**config.mk**
```make
export PLATFORM = sky130hd
export DESIGN_NAME = vga_sync_gen
export DESIGN_NICKNAME = d
export VERILOG_FILES = /design/src/rtl/vga_sync_gen.sv
export SDC_FILE = /design/constraint.sdc
export NUM_CORES = 1
export LEC_CHECK = 0
export CAP_MARGIN = 20
export CELL_PAD_IN_SITES_DETAIL_PLACEMENT = 1
export CELL_PAD_IN_SITES_GLOBAL_PLACEMENT = 1
export CORE_MARGIN = 8
export CORE_UTILIZATION = 40
export DETAILED_ROUTE_END_ITERATION = 8
export PLACE_DENSITY = 0.78
export REMOVE_ABC_BUFFERS = 1
export SKIP_CTS_REPAIR_TIMING = 1
export SLEW_MARGIN = 40
export SYNTH_ARGS = -nofsm -noshare
export SYNTH_HDL_FRONTEND = slang
export SYNTH_SLANG_ARGS = --single-unit
```
**constraint.sdc**
```tcl
create_clock -name MAX10_CLK1_50 -period 4 [get_ports MAX10_CLK1_50]
set_input_delay 0.6 -clock MAX10_CLK1_50 [delete_from_list [all_inputs] [get_ports MAX10_CLK1_50]]
set_output_delay 0.6 -clock MAX10_CLK1_50 [all_outputs]
set_load 0.02 [all_outputs]
```
**src/rtl/vga_sync_gen.sv**
```systemverilog
//------------------------------------------------------------------------------
// vga_sync_gen
//
// Timing generator for 640x480@60 Hz VGA on the DE10-Lite. It runs from the
// 50 MHz board clock and derives a divide-by-2 pixel clock enable. It feeds the
// pixel/colour stage with the current pixel coordinate and a request strobe.
// HS, VS and display-enable are delayed by PIPE_DELAY pixel ticks, so they
// leave the FPGA aligned with the colour stage's registered RGB outputs.
//
// Parameters
//   H_ACTIVE/H_FP/H_SYNC/H_BP  horizontal timing in pixels (640/16/96/48)
//   V_ACTIVE/V_FP/V_SYNC/V_BP  vertical timing in lines    (480/10/2/33)
//   SYNC_POL                   active level of HS/VS (0 = active-low)
//   PIPE_DELAY                 pixel ticks of delay on HS/VS/de, 0..7
//   H_TOTAL and V_TOTAL must both be <= 1024 (the counters are 10 bits).
//
// Ports
//   MAX10_CLK1_50  in   50 MHz clock; all logic on the rising edge
//   rst_n          in   asynchronous active-low reset
//   pix_ce         out  pixel clock enable, high on every second clock
//   x              out  horizontal count, 0..H_TOTAL-1
//   y              out  vertical count,   0..V_TOTAL-1
//   req            out  (x,y) is visible and the generator is running
//   line_start     out  one-clock pulse at x==0 on a pix_ce cycle
//   frame_start    out  one-clock pulse at (x,y)==(0,0) on a pix_ce cycle
//   VGA_HS         out  horizontal sync, delayed PIPE_DELAY pixel ticks
//   VGA_VS         out  vertical sync,   delayed PIPE_DELAY pixel ticks
//   de             out  display enable (req delayed PIPE_DELAY pixel ticks)
//------------------------------------------------------------------------------
module vga_sync_gen #(
  parameter int H_ACTIVE   = 640,
  parameter int H_FP       = 16,
  parameter int H_SYNC     = 96,
  parameter int H_BP       = 48,
  parameter int V_ACTIVE   = 480,
  parameter int V_FP       = 10,
  parameter int V_SYNC     = 2,
  parameter int V_BP       = 33,
  parameter bit SYNC_POL   = 1'b0,
  parameter int PIPE_DELAY = 2
) (
  input  logic       MAX10_CLK1_50,
  input  logic       rst_n,
  output logic       pix_ce,
  output logic [9:0] x,
  output logic [9:0] y,
  output logic       req,
  output logic       line_start,
  output logic       frame_start,
  output logic       VGA_HS,
  output logic       VGA_VS,
  output logic       de
);

  //----------------------------------------------------------------------------
  // Derived timing constants
  //----------------------------------------------------------------------------
  localparam int H_TOTAL = H_ACTIVE + H_FP + H_SYNC + H_BP;
  localparam int V_TOTAL = V_ACTIVE + V_FP + V_SYNC + V_BP;

  // Last count values before wrap.
  localparam logic [9:0] H_LAST = 10'(H_TOTAL - 1);
  localparam logic [9:0] V_LAST = 10'(V_TOTAL - 1);

  // Window bounds are 11 bits wide. A sync pulse may end exactly at 1024
  // when the back porch is zero, and that end value must not truncate to 0.
  localparam logic [10:0] H_VIS_END  = 11'(H_ACTIVE);
  localparam logic [10:0] H_SYNC_BEG = 11'(H_ACTIVE + H_FP);
  localparam logic [10:0] H_SYNC_END = 11'(H_ACTIVE + H_FP + H_SYNC);
  localparam logic [10:0] V_VIS_END  = 11'(V_ACTIVE);
  localparam logic [10:0] V_SYNC_BEG = 11'(V_ACTIVE + V_FP);
  localparam logic [10:0] V_SYNC_END = 11'(V_ACTIVE + V_FP + V_SYNC);

  //----------------------------------------------------------------------------
  // State
  //----------------------------------------------------------------------------
  logic       r_run;      // cleared by reset, set on the first edge after it
  logic       r_pix_ce;   // divide-by-2 toggle
  logic [9:0] r_h_cnt;
  logic [9:0] r_v_cnt;

  logic [10:0] w_h_ext;
  logic [10:0] w_v_ext;
  logic        w_h_last;
  logic        w_v_last;
  logic        w_h_vis;
  logic        w_v_vis;
  logic        w_hs_act;
  logic        w_vs_act;
  logic        w_req_raw;
  logic        w_hs_raw;
  logic        w_vs_raw;
  logic        w_line_start;

  //----------------------------------------------------------------------------
  // Run flag and pixel clock enable
  //
  // The toggle leaves reset at 0, so its first edge after release sets it to
  // 1. That is the same edge that sets r_run. The run flag therefore starts
  // on a pix_ce cycle, and the counters first step on the edge after it.
  //----------------------------------------------------------------------------
  // NOTE: clocked state uses non-blocking (<=) assignments. Every register
  // then samples pre-edge values, regardless of the order the blocks run in.
  always_ff @(posedge MAX10_CLK1_50 or negedge rst_n) begin
    if (!rst_n) begin
      r_run    <= 1'b0;
      r_pix_ce <= 1'b0;
    end else begin
      r_run    <= 1'b1;
      r_pix_ce <= ~r_pix_ce;
    end
  end

  //----------------------------------------------------------------------------
  // Raster counters: they step only on edges that end a pix_ce cycle, so each
  // (x,y) is held for exactly two clocks.
  //----------------------------------------------------------------------------
  assign w_h_last = (r_h_cnt == H_LAST);
  assign w_v_last = (r_v_cnt == V_LAST);

  always_ff @(posedge MAX10_CLK1_50 or negedge rst_n) begin
    if (!rst_n) begin
      r_h_cnt <= '0;
      r_v_cnt <= '0;
    end else if (r_pix_ce) begin
      if (w_h_last) begin
        r_h_cnt <= '0;
        // On the bottom-right pixel both counters wrap on the same edge.
        r_v_cnt <= w_v_last ? '0 : r_v_cnt + 10'd1;
      end else begin
        r_h_cnt <= r_h_cnt + 10'd1;
      end
    end
  end

  //----------------------------------------------------------------------------
  // Undelayed decode of the current raster position
  //----------------------------------------------------------------------------
  assign w_h_ext   = {1'b0, r_h_cnt};
  assign w_v_ext   = {1'b0, r_v_cnt};

  assign w_h_vis   = (w_h_ext < H_VIS_END);
  assign w_v_vis   = (w_v_ext < V_VIS_END);
  assign w_hs_act  = (w_h_ext >= H_SYNC_BEG) && (w_h_ext < H_SYNC_END);
  assign w_vs_act  = (w_v_ext >= V_SYNC_BEG) && (w_v_ext < V_SYNC_END);

  assign w_req_raw = r_run && w_h_vis && w_v_vis;
  assign w_hs_raw  = w_hs_act ? SYNC_POL : ~SYNC_POL;
  assign w_vs_raw  = w_vs_act ? SYNC_POL : ~SYNC_POL;

  // These strobes are qualified by pix_ce. Each one therefore lasts a single
  // clock, even though x==0 is held for two clocks.
  assign w_line_start = r_pix_ce && r_run && (r_h_cnt == 10'd0);

  assign pix_ce      = r_pix_ce;
  assign x           = r_h_cnt;
  assign y           = r_v_cnt;
  assign req         = w_req_raw;
  assign line_start  = w_line_start;
  assign frame_start = w_line_start && (r_v_cnt == 10'd0);

  //----------------------------------------------------------------------------
  // Output delay line
  //
  // Stage 0 captures the raw levels on the edge that ends their pix_ce
  // cycle. Each further stage adds one pixel tick (two clocks), so the pins
  // lag the counters by exactly 2*PIPE_DELAY clocks.
  //----------------------------------------------------------------------------
  if (PIPE_DELAY == 0) begin : g_no_delay
    assign VGA_HS = w_hs_raw;
    assign VGA_VS = w_vs_raw;
    assign de     = w_req_raw;
  end else begin : g_delay
    logic [PIPE_DELAY-1:0] r_hs_pipe;
    logic [PIPE_DELAY-1:0] r_vs_pipe;
    logic [PIPE_DELAY-1:0] r_de_pipe;

    // NOTE: unlike a data RAM, every stage of this shift register is reset.
    // Stale stages would otherwise replay a fragment of the old frame's sync
    // pulse after a mid-frame reset.
    always_ff @(posedge MAX10_CLK1_50 or negedge rst_n) begin
      if (!rst_n) begin
        r_hs_pipe <= {PIPE_DELAY{~SYNC_POL}};
        r_vs_pipe <= {PIPE_DELAY{~SYNC_POL}};
        r_de_pipe <= '0;
      end else if (r_pix_ce) begin
        r_hs_pipe[0] <= w_hs_raw;
        r_vs_pipe[0] <= w_vs_raw;
        r_de_pipe[0] <= w_req_raw;
        for (int i = 1; i < PIPE_DELAY; i++) begin
          r_hs_pipe[i] <= r_hs_pipe[i-1];
          r_vs_pipe[i] <= r_vs_pipe[i-1];
          r_de_pipe[i] <= r_de_pipe[i-1];
        end
      end
    end

    assign VGA_HS = r_hs_pipe[PIPE_DELAY-1];
    assign VGA_VS = r_vs_pipe[PIPE_DELAY-1];
    assign de     = r_de_pipe[PIPE_DELAY-1];
  end

endmodule

```
**Word level (Yosys, flattened, before mapping)**

Index checks and enable logic that the tools add are counted.

- Flip-flop bits (word level): 28
- Input bits: 2
- Output and inout port bits: 27
- Word-level logic and storage cells: 32

- $add $sub $neg: 2
- Magnitude comparators: 6
- Equal/unequal tests: 2
- Multiplexer cells: 4
- Bitwise gates (word level): 1
- Reductions and logical operators: 10

Operators by type and width:

| kind | count |
|---|---|
| 10-bit by 1-bit adder with 10-bit output (second input constant) | 2 |
| 10-bit == test (second input constant) | 2 |
| 10-bit logical NOT | 2 |
| 10-bit less-than comparator (second input constant) | 2 |
| 10-bit by 9-bit less-than comparator with 1-bit output (second input constant) | 2 |
| 10-bit two-way mux | 2 |
| 10-bit >= comparator (second input constant) | 1 |
| 10-bit by 9-bit >= comparator with 1-bit output (second input constant) | 1 |
| 1-bit logical AND | 7 |
| 1-bit two-way mux | 2 |
| 2-bit AND reduction | 1 |
| 1-bit NOT | 1 |

**Logic depth before layout (Yosys ltp)**

- Word-level depth: 3
- Mapped depth: 6
- Mapped depth without buffers: 6

**Least setup slack after synthesis**

OpenSTA, ideal clock, no wires.

- Path kind: register to output
- From: reg r_h_cnt[4] (netlist: x[4])
- To: out frame_start
- Data arrival time: 2.037 ns
- Data required time: 3.400 ns
- Slack: 1.363 ns
- Cell stages (with the launch flop): 6
- Buffers on the path: 1
- Path through: dfrtp_1 > clkbuf_1 > nor2_1 > nand3_1 > nor4_1 > and4_1

- Longest elaborated chain between the ends: 3

RTL lines:

| element | line | text |
|---|---|---|
| start, declared | 79 | `logic [9:0] r_h_cnt;` |
| start signal, assigned | 131 | `r_h_cnt <= r_h_cnt + 10'd1;` |
| 10-bit logical NOT | 153 | `assign w_line_start = r_pix_ce && r_run && (r_h_cnt == 10'd0);` |
| 1-bit logical AND | 153 |  |
| named net line_start | 48 | `output logic line_start,` |
| 1-bit logical AND | 160 | `assign frame_start = w_line_start && (r_v_cnt == 10'd0);` |
| end, declared | 49 | `output logic frame_start,` |

The timed path passes the listed nets, and every way through them passes these cells.

**Final worst setup path**

- From: reg r_h_cnt[7] (netlist: x[7])
- To: out frame_start

- Longest elaborated chain between the ends: 3

RTL lines:

| element | line |
|---|---|
| 10-bit logical NOT | 153 |
| 1-bit logical AND | 153 |
| 1-bit logical AND | 160 |

No other way between the ends.

==> qor.yml <==
io_pins: 29
drc: 0
hp-start: "g_delay.r_hs_pipe[0]"
overflow: 0
syn_inst: 154
drt_wl_total_mm: 3.72
synth-main-ff-cell: "dfrtp_1"
vias: 1236
worst-r2r-cell-count: 4
clock-sinks: 28
yosysWarnings: 0
drive_gt1_frac: 0.0989
cp_max_fo: 8
grt_pass1_vias: 1319
drtPass1Iterations: 4
instances_no_fill: 230
vias_per_cell: 5.37
power.switching_w: 0.0000919
fin_util: 0.517
hold_path_class: "flop to flop"
place_inst: 226
gp_congestion: 0.818
drtIter0Drc: 37
rsz0062_at_grt: "false"
rrSetupSlack_ns: 1.64
grt_pass1_wl_mm: 6.38
numCtsBuffers: 3
placed_area_sq_mm: 0.00180
fin_crit_ns: 3.03
tightestPinTransition_ns: 0.615
start_util: 0.407
wire_per_inst_microns: 16.2
finalCritPeriodShare: 0.758
synth.distinct_cells: 37
dr.max_layer_used: "met4"
crit_slowest_cell: "clkdlybuf4s50_1"
cts.path.max_buffers: 2
critPathMaxStageDelay_ns: 0.60
numPortBuffers: 28
wl_met1_mm: 1.69
diodes: 0
p_int_w: 0.000390
root_buffer: "clkbuf_4"
crit_chain: "or3_1 > nor4_1 > and4_1 > clkdlybuf4s50_1"
dieArea_sq_mm: 0.00582
ys_ff_latch: 28
htreeDepth: 1
setup_ws_ns: 0.970
vdd_ir_drop_max_mv: 0.184
r2r_start: "pix_ce"
coreArea_sq_mm: 0.00358
antenna_found_initial: 0
switching_share: 0.190
met3WireLength_microns: 141
fmax_mhz: 330
syn_area_sq_mm: 0.00146
start_kind: "flop"
seq_power_share: 0.592
layout-area-overhead-vs-synth_pct: 27.2
clock_skew_ns: 0.00620
ant_nets: 0
dp_slack_ns: 1.33
std_cell_rows: 22
power.density_mw_per_mm2: 261
fin_tns_setup_ns: 0
avgSynthCellArea_sq_um: 9.45
fin_nets: 189
path_clk_slew_ns: 0.14
hold_depth: 2
critical_path_class: "flop to primary output"
power.leakage_nw: 0.778
required_ns: 3.40
grt_max_degree: 29
min_to: "g_delay.r_hs_pipe[0]"
setup_viol: 0
wl_met2_mm: 1.87
async_flop_share: 1.00
grt_usage: 0.130
die_y_microns: 76.3
cap_viol_max_count: 0
design_area_sq_mm: 0.00185
cts_tree: "yes"
clkLatencyLatePin_ns: 0.33
slew-limit-headroom: 0.587
critPathCaptureType: "primary output"
hold_viol: 0
r2r-end: "y[8]"
dp_hpwl_mm: 2.86
maxSlewViolCount: 0
outcome: "complete, no violations"
seq_area_frac_synth: 0.485
power_frac_clock: 0.383
die_x_microns: 76.3
synth_edf_count: 0
p_comb_frac: 0.025
critPathArrivalTime_ns: 2.43
## per-layer routing
metal / vias to the layer above / GRT usage
met1: 624 / 0.160
met5: - / 0
met3: 2 / 0.0330
li1: 598 / -
met2: 12 / 0.218
met4: 0 / 0.0346
## power by group through the flow
stage	logic (W)	clock network, W	registers (W)
floorplan	0.00000213	0	0.000291
global placement	0.0000123	0	0.000291
detailed placement	0.0000125	0	0.000291
CTS	0.0000125	0.000191	0.000286
global route	0.0000139	0.000203	0.000286
finish	0.0000120	0.000185	0.000286
## area by class of cell
type / count / area (sq um)
inverter: 10 / 37.5
timing repair buffer: 29 / 288
tap: 48 / 60.1
multi-input combinational: 111 / 707
clock buffer: 3 / 22.5
clock inverter: 1 / 30.0
sequential: 28 / 706
fill: 424 / 1730
## cells in the final DEF, fill, tap and decap left out, types with 2 or more instances in the layout
cell              n
nand2_1          15
nor2_1           11
nor4_1            3
and4_1            2
or2_2             2
nand4_1           5
a31oi_1           2
xnor2_1           3
dfrtp_1          24
inv_1            10
xor2_1            4
mux2_2            6
nand2b_1          4
dfstp_2           4
nor3_1            8
clkdlybuf4s50_1  28
ha_1              4
clkbuf_4          3
a21oi_1           3
nand3_1          12
or4_1             2
o21ai_0           8
or3_1             3
## stage by stage
step | power [W] | hold slack, ns
2_1_floorplan | 0.000293 | 0.304
3_3_place_gp | 0.000303 | 0.477
3_5_place_dp | 0.000303 | 0.496
4_1_cts | 0.000489 | 0.519
5_1_grt | 0.000503 | 0.539
6_report | 0.000482 | 0.508
## cells by family (layout without fill, tap and decap cells)
kind of cell / after synthesis / in the layout / synth area share
other: 1 / 1 / 0.00258
adders and majority gates: 4 / 4 / 0.0344
buffers and inverters: 15 / 43 / 0.0395
AOI/OAI and AO/OA: 18 / 18 / 0.0757
xor gates and xnor gates: 7 / 7 / 0.0421
DFF: 28 / 28 / 0.485
and+or+nand+nor: 75 / 75 / 0.274
muxes: 6 / 6 / 0.0464
## critical path, delay by kind of cell (launching register included)
kind	cells	cell delay, ns
buffers and inverters	1	0.60
AND/OR/NAND/NOR	3	1.02
flip-flops	1	0.48
## synthesized netlist by cell type (all sizes together) (4+ instances only)
master / count / area (sq um)
nand2: 15 / 56.3
mux2: 6 / 67.6
clkbuf: 4 / 16.3
dfstp: 4 / 105
ha: 4 / 50.1
xor2: 4 / 35.0
dfrtp: 24 / 601
o21ai: 8 / 40.0
nand4: 5 / 31.3
nand3: 12 / 60.1
nor4: 4 / 25.0
nor3: 8 / 40.0
nor2: 11 / 41.3
inv: 10 / 37.5
nand2b: 4 / 25.0
## sequential cells by signal (all words and copies together) (netlist names)
name,flops
g_delay.r_hs_pipe,2
pix_ce,1
g_delay.r_vs_pipe,2
y,10
g_delay.r_de_pipe,2
x,10
r_run,1
## how the worst max path moves through the flow
stage	start	end	slack [ns]	cells past startpoint
global placement	x[7]	frame_start	1.38	4
floorplan	x[7]	frame_start	1.39	3
global route	pix_ce	frame_start	0.82	4
CTS	x[7]	frame_start	0.94	4
detailed placement	pix_ce	frame_start	1.33	4
finish	x[7]	frame_start	0.97	4
Note: power is estimated with default switching activity, not from simulation.
